### config.mk
export PLATFORM = sky130hd
export DESIGN_NAME = rom_port_arbiter
export DESIGN_NICKNAME = d
export VERILOG_FILES = /design/src/rtl/rom_port_arbiter.sv
export SDC_FILE = /design/constraint.sdc
export NUM_CORES = 1
export LEC_CHECK = 0
export CAP_MARGIN = 25
export CELL_PAD_IN_SITES_DETAIL_PLACEMENT = 1
export CELL_PAD_IN_SITES_GLOBAL_PLACEMENT = 2
export CORE_MARGIN = 5
export CORE_UTILIZATION = 23
export CTS_BUF_LIST = sky130_fd_sc_hd__clkbuf_8
export CTS_CLUSTER_DIAMETER = 40
export DETAILED_ROUTE_END_ITERATION = 12
export PLACE_DENSITY_LB_ADDON = 0.1
export RECOVER_POWER = 25
export SLEW_MARGIN = 30
export SYNTH_ARGS = -nofsm -noshare
export SYNTH_HDL_FRONTEND = slang
export SYNTH_SLANG_ARGS = --single-unit
### constraint.sdc
create_clock -name clk_i -period 4.55 [get_ports clk_i]
set_input_delay 0.91 -clock clk_i [delete_from_list [all_inputs] [get_ports clk_i]]
set_output_delay 0.91 -clock clk_i [all_outputs]
set_load 0.02 [all_outputs]
### src/rtl/rom_port_arbiter.sv
// Two-port arbiter (instruction fetch, load unit) in front of the combinational boot ROM read port.
// Each port gets range-checked, registered 32-bit responses exactly one cycle after its grant.
module rom_port_arbiter #(
  parameter int               WIDTH      = 32,
  parameter logic [WIDTH-1:0] BASE       = 32'hBFC00000,
  parameter int               SIZE       = 4096,
  parameter int               STARVE_MAX = 3
) (
  input  logic             clk_i,
  input  logic             rst_n_i,
  input  logic             if_req_i,
  input  logic [WIDTH-1:0] if_addr_i,
  output logic             if_gnt_o,
  output logic             if_rvalid_o,
  output logic [WIDTH-1:0] if_rdata_o,
  output logic             if_err_o,
  input  logic             ld_req_i,
  input  logic [WIDTH-1:0] ld_addr_i,
  output logic             ld_gnt_o,
  output logic             ld_rvalid_o,
  output logic [WIDTH-1:0] ld_rdata_o,
  output logic             ld_err_o,
  output logic [WIDTH-1:0] rom_addr_o,
  input  logic [WIDTH-1:0] rom_data_i
);

  localparam int                SW    = $clog2(STARVE_MAX + 1);
  localparam logic [SW-1:0]     SMAX  = SW'(STARVE_MAX);
  localparam logic [WIDTH:0]    WIN_LO = {1'b0, BASE};
  localparam logic [WIDTH:0]    WIN_HI = {1'b0, BASE} + (WIDTH+1)'(SIZE - 1);

  // One extra bit keeps addr+3 from wrapping back into the window near the top of memory.
  function automatic logic in_range(input logic [WIDTH-1:0] addr);
    logic [WIDTH:0] ext;
    ext = {1'b0, addr};
    return (ext >= WIN_LO) && ((ext + (WIDTH+1)'(3)) <= WIN_HI);
  endfunction

  logic [SW-1:0]    starve_q, starve_d;
  logic             if_rvalid_q, if_rvalid_d;
  logic [WIDTH-1:0] if_rdata_q, if_rdata_d;
  logic             if_err_q, if_err_d;
  logic             ld_rvalid_q, ld_rvalid_d;
  logic [WIDTH-1:0] ld_rdata_q, ld_rdata_d;
  logic             ld_err_q, ld_err_d;

  logic             if_prio;
  logic             gnt_any;
  logic             gnt_ok;
  logic [WIDTH-1:0] gnt_addr;
  logic [WIDTH-1:0] resp_data;

  always_comb begin
    if_prio   = (starve_q == SMAX);
    if_gnt_o  = rst_n_i & if_req_i & (if_prio | ~ld_req_i);
    ld_gnt_o  = rst_n_i & ld_req_i & ~(if_req_i & if_prio);
    gnt_any   = if_gnt_o | ld_gnt_o;
    gnt_addr  = if_gnt_o ? if_addr_i : ld_addr_i;
    gnt_ok    = in_range(gnt_addr);
    // Out-of-range or idle cycles park the ROM index at the window base.
    rom_addr_o = (gnt_any && gnt_ok) ? gnt_addr : BASE;
    resp_data  = gnt_ok ? rom_data_i : '0;

    if (!if_req_i || if_gnt_o) begin
      starve_d = '0;
    end else if (starve_q != SMAX) begin
      starve_d = starve_q + SW'(1);
    end else begin
      starve_d = starve_q;
    end

    if_rvalid_d = if_gnt_o;
    if_rdata_d  = if_gnt_o ? resp_data : if_rdata_q;
    if_err_d    = if_gnt_o ? ~gnt_ok   : if_err_q;
    ld_rvalid_d = ld_gnt_o;
    ld_rdata_d  = ld_gnt_o ? resp_data : ld_rdata_q;
    ld_err_d    = ld_gnt_o ? ~gnt_ok   : ld_err_q;
  end

  always_ff @(posedge clk_i or negedge rst_n_i) begin
    if (!rst_n_i) begin
      starve_q    <= '0;
      if_rvalid_q <= 1'b0;
      if_rdata_q  <= '0;
      if_err_q    <= 1'b0;
      ld_rvalid_q <= 1'b0;
      ld_rdata_q  <= '0;
      ld_err_q    <= 1'b0;
    end else begin
      starve_q    <= starve_d;
      if_rvalid_q <= if_rvalid_d;
      if_rdata_q  <= if_rdata_d;
      if_err_q    <= if_err_d;
      ld_rvalid_q <= ld_rvalid_d;
      ld_rdata_q  <= ld_rdata_d;
      ld_err_q    <= ld_err_d;
    end
  end

  assign if_rvalid_o = if_rvalid_q;
  assign if_rdata_o  = if_rdata_q;
  assign if_err_o    = if_err_q;
  assign ld_rvalid_o = ld_rvalid_q;
  assign ld_rdata_o  = ld_rdata_q;
  assign ld_err_o    = ld_err_q;

endmodule

* Word level (Yosys, flattened, before mapping)
Cells that the tools add are included.
Storage, ports and cells: register bits after elaboration 70, bits of input ports 100, output and inout bits 102, word-level logic and storage cells 33
Cells by class: reductions and logical operators 5, equal/unequal tests 2, order comparisons 2, add/subtract/negate cells 2, bitwise operators 10, muxes and demuxes 5
Operators by type and width (count):
- 2-to-1 mux 32 bit | 3
- adder 32 x 2 -> 33 bit (second input constant) | 1
- less-or-equal comparator 33 x 32 -> 1 bit (second input constant) | 1
- >= comparator 32 bit (second input constant) | 1
- AND 1 bit | 5
- 2-to-1 mux 2 bit | 2
- inverter 1 bit | 3
- adder 2 x 1 -> 2 bit (second input constant) | 1
- == test 2 bit (second input constant) | 1
- logical AND 1 bit | 2
- inequality test 2 bit (second input constant) | 1
- bitwise OR 1 bit | 2
- nonzero test 2 bit | 1
- zero test 1 bit | 1
- logical OR 1 bit | 1

* Depth between registers and ports, before layout
word-level depth 9, depth in mapped cells 14, depth with buffers taken out 11

* Least setup slack after synthesis
Ideal clock, no wire load.
path kind input port to output port, start point input port if_req_i, end point output port rom_addr_o[0], buffers on the path 3, data required time 3.640 ns, data arrival time 3.139 ns, cell stages on the path 12, setup slack 0.501 ns, cells stage by stage and2_4 -> nand2_4 -> buf_6 -> buf_2 -> mux2i_1 -> ha_1 -> nor2_1 -> a21o_1 -> a221oi_2 -> a21oi_2 -> buf_6 -> a2111oi_2
On the way: longest elaborated chain between the ends 8, elaborated cells on any way between the ends 13, classes of those cells add/sub (1); order compare (2); mux (2); bitwise (6); reduce/logical (2)
Ends and longest elaborated chain:
- start: declaration | RTL line 11 | input logic if_req_i,
- AND 1 bit (2 in a row) | RTL line 55 | if_gnt_o = rst_n_i & if_req_i & (if_prio | ~ld_req_i);
- 2-to-1 mux 32 bit | RTL line 58 | gnt_addr = if_gnt_o ? if_addr_i : ld_addr_i;
- adder 32 x 2 -> 33 bit | RTL line 36 | return (ext >= WIN_LO) && ((ext + (WIDTH+1)'(3)) <= WIN_HI);
- less-or-equal comparator 33 x 32 -> 1 bit | RTL line 36
- logical AND 1 bit | RTL line 36
- logical AND 1 bit | RTL line 61 | rom_addr_o = (gnt_any && gnt_ok) ? gnt_addr : BASE;
- 2-to-1 mux 32 bit * | RTL line 61
- end: declaration | RTL line 23 | output logic [WIDTH-1:0] rom_addr_o,
Mark *: on every way between the ends. The rest lies on a longest branch, timed or not.

* Worst setup path in the final report
start point input port ld_addr_i[14], end point output port rom_addr_o[5]
On the way: longest elaborated chain between the ends 6, elaborated cells on any way between the ends 7, classes of those cells add/sub (1); order compare (2); mux (2); reduce/logical (2)
Ends and longest elaborated chain:
- start: declaration | RTL line 18 | input logic [WIDTH-1:0] ld_addr_i,
- 2-to-1 mux 32 bit * | RTL line 58
- adder 32 x 2 -> 33 bit | RTL line 36
- less-or-equal comparator 33 x 32 -> 1 bit | RTL line 36
- logical AND 1 bit * | RTL line 36
- logical AND 1 bit * | RTL line 61
- 2-to-1 mux 32 bit * | RTL line 61
Marked as above.

==> results.ini <==
[pwr]
p_per_area_nw_per_um2 = 270.2
leakage_uw = 0.002805
power.total_uw = 1888
ir_drop_mv = 0.2363

[finish]
utilization_pct = 38.75
area_growth_pct = 64.98
drive_gt1_share_pct = 21.63
nets = 823
final-instance-count-excl-fill = 956

[grt]
grt_pass1_wl_um = 28460
grt-ovfl-total = 0
grt_max_degree = 67
grt_pass1_vias = 5137
track_usage_pct = 16.42
antenna_found_initial = 1

[die]
fp-row-count = 49
io-pin-count = 202
start_util_pct = 23.49
chipHeight_um = 145.7
die-area_um2 = 21220
core_um2 = 18020
die_w_um = 145.7

[timing]
setup_viol = 0
hold_slack_ns = 0.4791
rsz0062_at_grt = true
hold_viol = 0
setup_ws_ns = 0.07726
slew_violations = 59
finClkSkew_ns = 0.006257
min_period_over_period_pct = 98.30
finalCriticalPeriod_ns = 4.473
max_freq_mhz = 223.6
worst_pin_slew_ns = 1.517
maxSlewHeadroom_pct = -1.136

[job]
cap_viol_max_count = 1

[clock_tree]
htree_levels = 3
root_buffer = clkbuf_8
cts_hold_buf = 0
clk_path_buf_depth = 2
cts_sinks = 70
clkTransAtPathRegs_ns = 0.08
cts_tree = built
cts_buffers = 9
clk_latency_ns = 0.35

[route]
drt_wl_total_um = 17480
detail_route.wl_per_cell_um = 18.29
drt_iter0_markers = 132
vias_per_cell = 4.723
drc = 0
drt_first_pass_iters = 4
postRouteAntennaNets = 0
vias = 4515

[critical_path]
crit_chain = clkdlybuf4s50_1, nand4_1, buf_4, or4b_1, a41oi_2, o22a_2, a221oi_4, a21oi_4, buf_4, buf_6, nor3_2, buf_2
slowest_stage = or4b_1
worstPathArrival_ns = 3.56
end_kind = output port
worstSetupStartpointType = input pin
critPathMaxStageDelay_ns = 0.57
path_common_cell = buf_4
critPathKind = input pin to output port
cp_max_fo = 7
critPathRequiredTime_ns = 3.64

[outcome]
status = finished with violations
violations = max-capacitance violations, max-slew violations

[place]
dp.cells = 933
gp_congestion = 0.8270
io_buffers = 181
place_hpwl_um = 13440
place_ws_ns = -0.4486

[synth]
synth.distinct_cells = 67
syn_inst = 491
synthTopCellsByCount = nand2_1, nand3_1, dfrtp_1
ys_async_sr_fraction_pct = 100.0
synthesis.area_um2 = 4234
yosysMostFrequentCell = nand2_1
synth_area_leaders = dfrtp_1, nand3_1, nand2_1
ys_seq_area_share_pct = 41.37
post_synth.cell_area_avg_um2 = 8.623
synth_top_area_share_pct = 41.37
yosys.area.top_type = dfrtp_1
synth_ff_type = dfrtp_1
synth_edf_count = 0
ys_warn_count = 0
ys_ff_latch = 70

[min_path]
holdCritPathClass = flip-flop to flip-flop

[metal layers]
layer	vias to the layer above	global-route usage (%)	share of wire (%)
met5	-	0	0
met4	0	4.804	1.6
met3	18	4.329	5.2
met2	131	27.64	50
met1	2185	20.69	44
li1	2181	-	-
[area by class of cell]
type	instances	area [um^2]
Antenna cell	1	2.502
Clock inverter	5	103.9
Timing Repair Buffer	256	2346
Clock buffer	11	151.4
Sequential cell	70	1752
Fill cell	2107	11040
Tap cell	229	286.5
Multi-Input combinational cell	381	2327
Inverter	3	16.27
[worst paths after layout]
check,start,to,slack (ns),depth (start not counted)
min in group asynchronous,rst_n_i,ld_rdata_o[31]$_DFFE_PN0P_,1.07,3
hold / removal,ld_rdata_o[23]$_DFFE_PN0P_,ld_rdata_o[23]$_DFFE_PN0P_,0.48,2
setup reg to reg,starve_q[0]$_DFFE_PN0P_,ld_rdata_o[4]$_DFFE_PN0P_,0.80,13
max in group asynchronous,rst_n_i,ld_rdata_o[13]$_DFFE_PN0P_,2.44,2
hold reg to reg,ld_rdata_o[23]$_DFFE_PN0P_,ld_rdata_o[23]$_DFFE_PN0P_,0.48,2
setup / recovery,ld_addr_i[14],rom_addr_o[5],0.08,12
[state kept, by name, summed over array words and instances, names as in the netlist]
| signal | count |
|---|---|
| if_rvalid_o | 1 |
| if_rdata_o | 32 |
| starve_q | 2 |
| ld_err_o | 1 |
| if_err_o | 1 |
| ld_rvalid_o | 1 |
| ld_rdata_o | 32 |
[report_power, final]
part | total, uW | leakage, uW | internal [uW] | switching [uW]
registers | 698 | 0.000945 | 671 | 27.6
clock network | 649 | 0.000130 | 396 | 254
logic | 540 | 0.00173 | 254 | 287
total | 1890 | 0.00281 | 1320 | 568
[logic make-up after synthesis]
kind of cell             count (synthesis)  share of synthesized area, %
XOR/XNOR                                 8                         1.655
other                                    2                        0.1774
buffers and inverters                   58                         8.481
adder cells (fa/ha/maj)                  2                        0.5909
flip-flops                              70                         41.37
AO/OA/AOI/OAI                          121                         19.00
multiplexers                             7                         1.684
AND/OR/NAND/NOR                        223                         27.04
[timing repair]
action                                  CTS  global route
endpoints found under the hold margin     0             0
gates resized for setup                  50            27
endpoints found under the setup margin   12            12
pin swaps                                 2             7
buffers inserted                          4             2
[worst max-delay path, delay by kind of cell]
family,cells,cell delay (ns)
AND/OR/NAND/NOR,3,0.77
buffers and inverters,5,1.10
AO/OA/AOI/OAI,4,0.77
[cell usage in the layout, fill, tap and decap left out, drive strengths merged, types with 3 or more instances in the layout]
cell	n
a2111oi	3
nand2	83
nand4	9
inv	3
conb	20
xnor2	6
a21oi	11
and3	3
bufinv	3
mux2i	6
clkbuf	18
buf	81
and2	3
or3	6
nor3	18
o21a	3
o21ai	72
clkdlybuf4s50	165
nand3	78
dfrtp	70
a211oi	3
a22oi	10
nand2b	4
nor2	10
[per-stage QoR]
stage / area, um^2 / TNS (ns)
floorplan: 4302 / 0
global placement: 6599 / -4.479
detailed placement: 6626 / -4.859
CTS: 6965 / -0.2338
global route: 6985 / -0.02956
finish: 6985 / 0
Power figures use the tool's default switching activity.
